[config.mk]
export PLATFORM = sky130hd
export DESIGN_NAME = piradspi_axis_pkt_arbiter
export DESIGN_NICKNAME = d
export VERILOG_FILES = /design/src/rtl/piradspi_arb_pkg.sv /design/src/rtl/piradspi_rr_pick.sv /design/src/rtl/piradspi_axis_pkt_arbiter.sv
export SDC_FILE = /design/constraint.sdc
export NUM_CORES = 1
export LEC_CHECK = 0
export CAP_MARGIN = 0
export CELL_PAD_IN_SITES_DETAIL_PLACEMENT = 1
export CELL_PAD_IN_SITES_GLOBAL_PLACEMENT = 1
export CORE_ASPECT_RATIO = 0.5
export CORE_MARGIN = 1
export CORE_UTILIZATION = 18
export CTS_BUF_LIST = sky130_fd_sc_hd__clkbuf_2 sky130_fd_sc_hd__clkbuf_4 sky130_fd_sc_hd__clkbuf_8
export DETAILED_ROUTE_END_ITERATION = 10
export GPL_ROUTABILITY_DRIVEN = 0
export PLACE_DENSITY = 0.95
export SLEW_MARGIN = 5
export SYNTH_ARGS = -nofsm -noshare
export SYNTH_HDL_FRONTEND = slang
export SYNTH_SLANG_ARGS = --single-unit
export TNS_END_PERCENT = 100
[constraint.sdc]
create_clock -name aclk -period 3.91 [get_ports aclk]
set_clock_uncertainty 0.15 [all_clocks]
set_input_delay 0.782 -clock aclk [delete_from_list [all_inputs] [get_ports aclk]]
set_output_delay 0.782 -clock aclk [all_outputs]
set_load 0.03 [all_outputs]
[src/rtl/piradspi_arb_pkg.sv]
// Shared types and helpers for the packet arbiter and its round-robin picker.
package piradspi_arb_pkg;

    typedef enum logic {IDLE, XFER} arb_state_t;

    // Index width that stays at least 1 bit even for a 2-entry (or smaller) range.
    function automatic int clog2_min1(input int n);
        return (n > 2) ? $clog2(n) : 1;
    endfunction

endpackage

[src/rtl/piradspi_rr_pick.sv]
// Combinational round-robin picker: first requester strictly after 'last', wrapping.
// Zero latency; no backpressure (pure function of req and last).
module piradspi_rr_pick
    import piradspi_arb_pkg::*;
#(
    parameter int N_SRC = 4,
    localparam int IW   = clog2_min1(N_SRC)
) (
    input  logic [N_SRC-1:0] req,
    input  logic [IW-1:0]    last,
    output logic [IW-1:0]    gnt_idx,
    output logic             any_req
);

    logic [2*N_SRC-1:0] dbl;
    logic               found;

    // Scanning a doubled copy of req upward from last+1 gives wrap-around for free.
    always_comb begin
        dbl     = {req, req};
        gnt_idx = '0;
        found   = 1'b0;
        for (int k = 1; k <= N_SRC; k++) begin
            if (!found && dbl[int'(last) + k]) begin
                found   = 1'b1;
                gnt_idx = IW'((int'(last) + k) % N_SRC);
            end
        end
    end

    assign any_req = |req;

endmodule

[src/rtl/piradspi_axis_pkt_arbiter.sv]
// Packet-granular round-robin AXIS arbiter; 1-cycle arbitration, grant held through tlast.
// Backpressure: m_tready passes straight to the granted s_tready; optional idle-beat release under PIRADSPI_ARB_TIMEOUT_EN.
module piradspi_axis_pkt_arbiter
    import piradspi_arb_pkg::*;
#(
    parameter int WIDTH          = 32,
    parameter int N_SRC          = 4,
    parameter int TIMEOUT_CYCLES = 1024,
    localparam int IW            = clog2_min1(N_SRC)
) (
    input  logic                   aclk,
    input  logic                   aresetn,
    input  logic [N_SRC*WIDTH-1:0] s_tdata,
    input  logic [N_SRC-1:0]       s_tvalid,
    input  logic [N_SRC-1:0]       s_tlast,
    output logic [N_SRC-1:0]       s_tready,
    output logic [WIDTH-1:0]       m_tdata,
    output logic                   m_tvalid,
    output logic                   m_tlast,
    input  logic                   m_tready,
    output logic [IW-1:0]          grant_id,
    output logic                   busy,
    output logic                   timeout_err
);

    if (N_SRC < 2 || N_SRC > 16 || TIMEOUT_CYCLES < 2) begin : g_bad_cfg
        $error("piradspi_axis_pkt_arbiter: illegal N_SRC or TIMEOUT_CYCLES");
    end

    arb_state_t    state;
    logic [IW-1:0] last_grant;
    logic [IW-1:0] pick_idx;
    logic          any_req;
    logic          beat;

    piradspi_rr_pick #(
        .N_SRC (N_SRC)
    ) u_pick (
        .req     (s_tvalid),
        .last    (last_grant),
        .gnt_idx (pick_idx),
        .any_req (any_req)
    );

    // Datapath is a plain mux; nothing from a non-granted source reaches m_*.
    always_comb begin
        m_tdata  = '0;
        m_tvalid = 1'b0;
        m_tlast  = 1'b0;
        s_tready = '0;
        if (state == XFER) begin
            m_tdata            = s_tdata[int'(grant_id)*WIDTH +: WIDTH];
            m_tvalid           = s_tvalid[grant_id];
            m_tlast            = s_tlast[grant_id];
            s_tready[grant_id] = m_tready;
        end
    end

    assign beat = m_tvalid & m_tready;
    assign busy = (state == XFER);

`ifdef PIRADSPI_ARB_TIMEOUT_EN
    localparam int CW = clog2_min1(TIMEOUT_CYCLES);
    logic [CW-1:0] stall_cnt;
`else
    assign timeout_err = 1'b0;
`endif

    always_ff @(posedge aclk or negedge aresetn) begin
        if (!aresetn) begin
            state      <= IDLE;
            grant_id   <= '0;
            last_grant <= IW'(N_SRC - 1);
`ifdef PIRADSPI_ARB_TIMEOUT_EN
            stall_cnt   <= '0;
            timeout_err <= 1'b0;
`endif
        end else begin
`ifdef PIRADSPI_ARB_TIMEOUT_EN
            timeout_err <= 1'b0;
`endif
            case (state)
                IDLE: begin
`ifdef PIRADSPI_ARB_TIMEOUT_EN
                    stall_cnt <= '0;
`endif
                    if (any_req) begin
                        grant_id   <= pick_idx;
                        last_grant <= pick_idx;
                        state      <= XFER;
                    end
                end
                XFER: begin
                    if (beat && m_tlast) begin
                        state <= IDLE;
                    end
`ifdef PIRADSPI_ARB_TIMEOUT_EN
                    // Forced release without a fake tlast; the pointer already
                    // points at this source, so it naturally drops to last priority.
                    if (beat) begin
                        stall_cnt <= '0;
                    end else if (stall_cnt == CW'(TIMEOUT_CYCLES - 1)) begin
                        stall_cnt   <= '0;
                        state       <= IDLE;
                        timeout_err <= 1'b1;
                    end else begin
                        stall_cnt <= stall_cnt + 1'b1;
                    end
`endif
                end
                default: state <= IDLE;
            endcase
        end
    end

endmodule

== Word level (Yosys, flattened, before mapping) ==
Index checks and enable logic that the tools add are counted.
Word-level totals
  bits in read-only memories: 0
  input port bits: 139
  bits in writable memories: 0
  memories: 0
  bits in latches: 0
  flip-flop bits (word level): 5
Cells by class
  add/sub/neg operators: 4
  reduce and logical (&&, ||, !) cells: 10
  bitwise logic cells: 3
  order comparisons: 6
  shifts and indexed selects: 1
  muxes and demuxes: 32
  div/mod/pow operators: 0
  multiply operators: 0
  eq/ne operators: 0
Operators by type and width (count)
  indexed part select 128 x 8 -> 32 bit: 1
  < comparator 32 x 5 -> 1 bit, second input constant: 3
  2-to-1 mux 32 bit: 1
  2-to-1 mux 1 bit: 18
  binary-select mux 1 bit (select 3 bit): 4
  2-to-1 mux 2 bit: 4
  adder 2 x 2 -> 3 bit, second input constant: 2
  logical AND 1 bit: 5
  adder 2 x 3 -> 4 bit, second input constant: 1
  bitwise AND 4 bit: 1
  binary-select mux 1 bit (select 2 bit): 2
  < comparator 3 x 4 -> 1 bit, second input constant: 1
  2-to-1 mux 4 bit: 1
  OR reduction 4 bit: 1
  adder 2 x 1 -> 3 bit, second input constant: 1
  zero test 1 bit: 3
  < comparator 2 x 3 -> 1 bit, second input constant: 1
  demux 1 bit (select 2 bit): 1
  >= comparator 2 x 1 -> 1 bit, second input constant: 1
  case mux 1 bit (2 select lines): 1
  AND reduction 2 bit: 1
  bitwise AND 1 bit: 1
  NOT 1 bit: 1

== Longest topological paths before layout ==
  depth in word-level cells: 14
  mapped depth: 4
  mapped depth without buffers: 3

== By module ==
From an unflattened synthesis, not the netlist that was laid out.
Second synthesis, totals
  cells, all modules: 116
  area, all modules: 1388.8 sq um
Modules (own cells, without submodules)
  piradspi_axis_pkt_arbiter: times used 1, cells an instance 102, seq. area each 127.6 sq um, area an instance 1307.5 sq um
  piradspi_rr_pick: times used 1, cells an instance 14, seq. area each 0.0 sq um, area an instance 81.3 sq um

== Worst setup path after synthesis ==
Ideal clock, no wire load.
  path type: register to output
  from: register grant_id[0]
  to: output m_tdata[10]
  cell stages (with the launch flop): 5
  path buffers: 2
  slack: 1.337 ns
  data arrival time: 1.641 ns
  cell sequence: dfrtp_1 buf_6 buf_12 mux4_2 and2_1
On the way
  longest elaborated chain between the ends: 2
Ends and longest elaborated chain
  start, declared: line piradspi_axis_pkt_arbiter.sv:21  | output logic [IW-1:0] grant_id,
  start signal, assigned: line piradspi_axis_pkt_arbiter.sv:88  | grant_id <= pick_idx;
  indexed part select 128 x 8 -> 32 bit: line piradspi_axis_pkt_arbiter.sv:52  | m_tdata = s_tdata[int'(grant_id)*WIDTH +: WIDTH];
  2-to-1 mux 32 bit: line piradspi_axis_pkt_arbiter.sv:51  | if (state == XFER) begin
  end, declared: line piradspi_axis_pkt_arbiter.sv:17  | output logic [WIDTH-1:0] m_tdata,
Every way passes these cells.

== Worst setup path after layout ==
  from: register grant_id[0]
  to: output m_tlast
On the way
  longest elaborated chain between the ends: 3
Ends and longest elaborated chain
  binary-select mux 1 bit (select 2 bit): line piradspi_axis_pkt_arbiter.sv:54  | m_tlast = s_tlast[grant_id];
  2-to-1 mux 1 bit (not written as such): line piradspi_axis_pkt_arbiter.sv:54
  2-to-1 mux 1 bit: line piradspi_axis_pkt_arbiter.sv:51
  end, declared: line piradspi_axis_pkt_arbiter.sv:19  | output logic m_tlast,
Every way passes these cells. The select of a mux whose other input is x is not followed.

==> impl_metrics.env <==
export IMPL_clk_path_buf_depth=2
export IMPL_ctsResizeCount=0
export IMPL_slew_violations=0
export IMPL_finalWorstSetupSlack_ns=0.362
export IMPL_crit_path_start_kind="flop"
export IMPL_comb_power_share_pct=86.4
export IMPL_drc=0
export IMPL_hold_path_depth=1
export IMPL_cpLargestDelayFamily="buffers and inverters"
export IMPL_period_share_pct=90.7
export IMPL_wl_met1_um=2740
export IMPL_cts_setup_buffers=0
export IMPL_synth_commonest_cells="and2_1 (34), mux4_2 (34), clkbuf_1 (5)"
export IMPL_clockPowerShare_pct=5.0
export IMPL_p_per_area_mw_per_mm2=668
export IMPL_slowest_stage="dfrtp_2"
export IMPL_syn_area_per_cell_um2=12.0
export IMPL_status="finished, final reports clean"
export IMPL_synth_top_cells_by_area="mux4_2 (55%), and2_1 (15%), dfrtp_1 (5.4%)"
export IMPL_drtPass1Iterations=4
export IMPL_rows=22
export IMPL_drtIter0Drc=35
export IMPL_r2r_cells=4
export IMPL_yosys_warnings=0
export IMPL_leakagePower_uw=0.00118
export IMPL_max_freq_mhz=282
export IMPL_areaGrowthSynthToFinish_pct=136
export IMPL_seqCellArea_um2=129
export IMPL_n_fill_cell=819
export IMPL_hold_class="reg -> reg"
export IMPL_place_hpwl_um=6600
export IMPL_path_clk_slew_ns=0.04
export IMPL_fin_crit_ns=3.55
export IMPL_grt_pass1_wl_um=11400
export IMPL_async_flop_share_pct=100
export IMPL_cp_buffers_inverters=2
export IMPL_mappedNetlistArea_mm2=0.00140
export IMPL_gr_total_overflow=0
export IMPL_arrival_ns=2.62
export IMPL_cts_buffers=3
export IMPL_grt_max_degree=32
export IMPL_worst_slew_pin_slew_ns=0.895
export IMPL_wire_per_inst_um=19.7
export IMPL_tns_ns=0
export IMPL_rsz0062_at_grt="false"
export IMPL_fin_nets=431
export IMPL_met2RoutedLength_um=4540
export IMPL_yosys_area_top_type="mux4_2"
export IMPL_die_w_um=127
export IMPL_path_cells="buf_12, mux4_2, and2_1, clkdlybuf4s50_1"
export IMPL_final_hold_violation_count=0
export IMPL_synth_seq_area_share_pct=9.12
export IMPL_cap_viol_max_count=0
export IMPL_antenna_cells=0
export IMPL_seqPwrFrac_pct=8.6
export IMPL_numClockSinks=5
export IMPL_die_area_mm2=0.00816
export IMPL_max_slew_margin_rel_pct=40.3
export IMPL_critPathMaxFanout=21
export IMPL_setup_violations=0
export IMPL_antenna_found_initial=0
export IMPL_path_class="reg -> out"
export IMPL_routed_via_count=1784
export IMPL_internal_power_uw=1150
export IMPL_cts_tree="yes"
export IMPL_ys_types=27
export IMPL_synth_seq_cells=5
export IMPL_switching_share_pct=47.9
export IMPL_grt_pass1_vias=2033
export IMPL_h_tree_depth=1
export IMPL_final_antenna_net_count=0
export IMPL_clk_latency_ns=0.23
export IMPL_portBuffers=179
export IMPL_clockRootBuffer="clkbuf_8"
export IMPL_synth_edff_count=0
export IMPL_synth_top_area_share_pct=54.7
export IMPL_cp_required_ns=2.98
export IMPL_synth_main_ff_cell="dfrtp_1"
export IMPL_ios=181
export IMPL_syn_inst=117
export IMPL_met3_length_um=150
export IMPL_peakVddDrop_uv=214
export IMPL_start_util_pct=18.8
export IMPL_syn_num_nets=256
export IMPL_end_kind="output port"
export IMPL_utilization_pct=44.5
export IMPL_layout_drive_gt1_share_pct=16.2
export IMPL_cp_depth=4
export IMPL_totalWireLength_um=7640
export IMPL_preCtsSetupSlack_ns=0.403
export IMPL_critical_path_max_stage_delay_ns=0.76
export IMPL_cts_hold_buf=0
export IMPL_switching_power_uw=1060
export IMPL_multiInputGateArea_mm2=0.00117
export IMPL_via_per_inst=4.61
export IMPL_fp_dieH_um=64.4
export IMPL_core_area_mm2=0.00743
export IMPL_top_layer_used="met4"
export IMPL_grtUsageTotal_pct=18.6
==> power by group through the flow <==
stage	Combinational (uW)	Clock, uW	Sequential, uW
final	1910	111	191
after global routing	2010	114	209
after CTS	1930	110	194
after detailed placement	1920	0	196
after global placement	1870	0	187
after floorplan	1250	0	137
==> routing by layer <==
| layer | global-route usage, % | vias up |
|---|---|---|
| met5 | 0 | - |
| met4 | 6.10 | 0 |
| met3 | 2.18 | 18 |
| met2 | 38.3 | 28 |
| met1 | 20.0 | 924 |
| li1 | - | 814 |
==> worst register-to-register path: stages (launching register included) <==
cell and delay, ns:
dfrtp_2 0.76, buf_12 0.28, mux4_2 0.57, nand3_1 0.12, a21o_1 0.12
==> placed cells by master (no fill, tap or decap), types with 3 or more instances in the layout <==
| master | netlist | layout |
|---|---|---|
| nor2_1 | 4 | 4 |
| clkbuf_8 | 0 | 3 |
| a2bb2oi_1 | 3 | 3 |
| buf_4 | 1 | 3 |
| mux4_2 | 34 | 34 |
| clkdlybuf4s50_1 | 0 | 179 |
| o21ai_0 | 3 | 3 |
| and2_1 | 34 | 34 |
==> state kept, by name, indices dropped and copies added (netlist names) <==
register	flops
last_grant	2
busy	1
grant_id	2
==> through the flow <==
step | total power (uW) | cells | hold slack [ns] | instance area [um^2]
detailed placement | 2120 | 383 | 0.396 | 3260
finish | 2210 | 387 | 0.405 | 3310
floorplan | 1380 | 117 | 0.336 | 1400
global placement | 2060 | 383 | 0.364 | 3260
CTS | 2230 | 387 | 0.402 | 3310
global route | 2340 | 387 | 0.408 | 3310
==> layout make-up <==
class                      instances  area share (%)
clock buffer                       4            1.48
multi-input combinational         97            35.3
timing repair buffer             183            55.5
tap                               96            3.63
inverter                           2           0.227
sequential                         5            3.90
==> kinds of logic after synthesis <==
logic type / share of synthesized area, %
buf+inv: 7.51
simple gates: 20.4
other cells: 0.268
flops: 9.12
compound gates: 7.24
mux: 55.5
==> path summary, 6_finish.rpt <==
path	start	endpoint	slack [ns]
max in group asynchronous	aresetn	last_grant[1]$_DFFE_PN1P_	2.71
min reg2reg	last_grant[0]$_DFFE_PN1P_	last_grant[0]$_DFFE_PN1P_	0.40
max reg2reg	grant_id[0]$_DFFE_PN0P_	busy$_DFF_PN0_	1.84
min in group asynchronous	aresetn	busy$_DFF_PN0_	0.63
min	last_grant[0]$_DFFE_PN1P_	last_grant[0]$_DFFE_PN1P_	0.40
max	grant_id[0]$_DFFE_PN0P_	m_tlast	0.36
No activity file was read; power rests on OpenSTA's default activity.
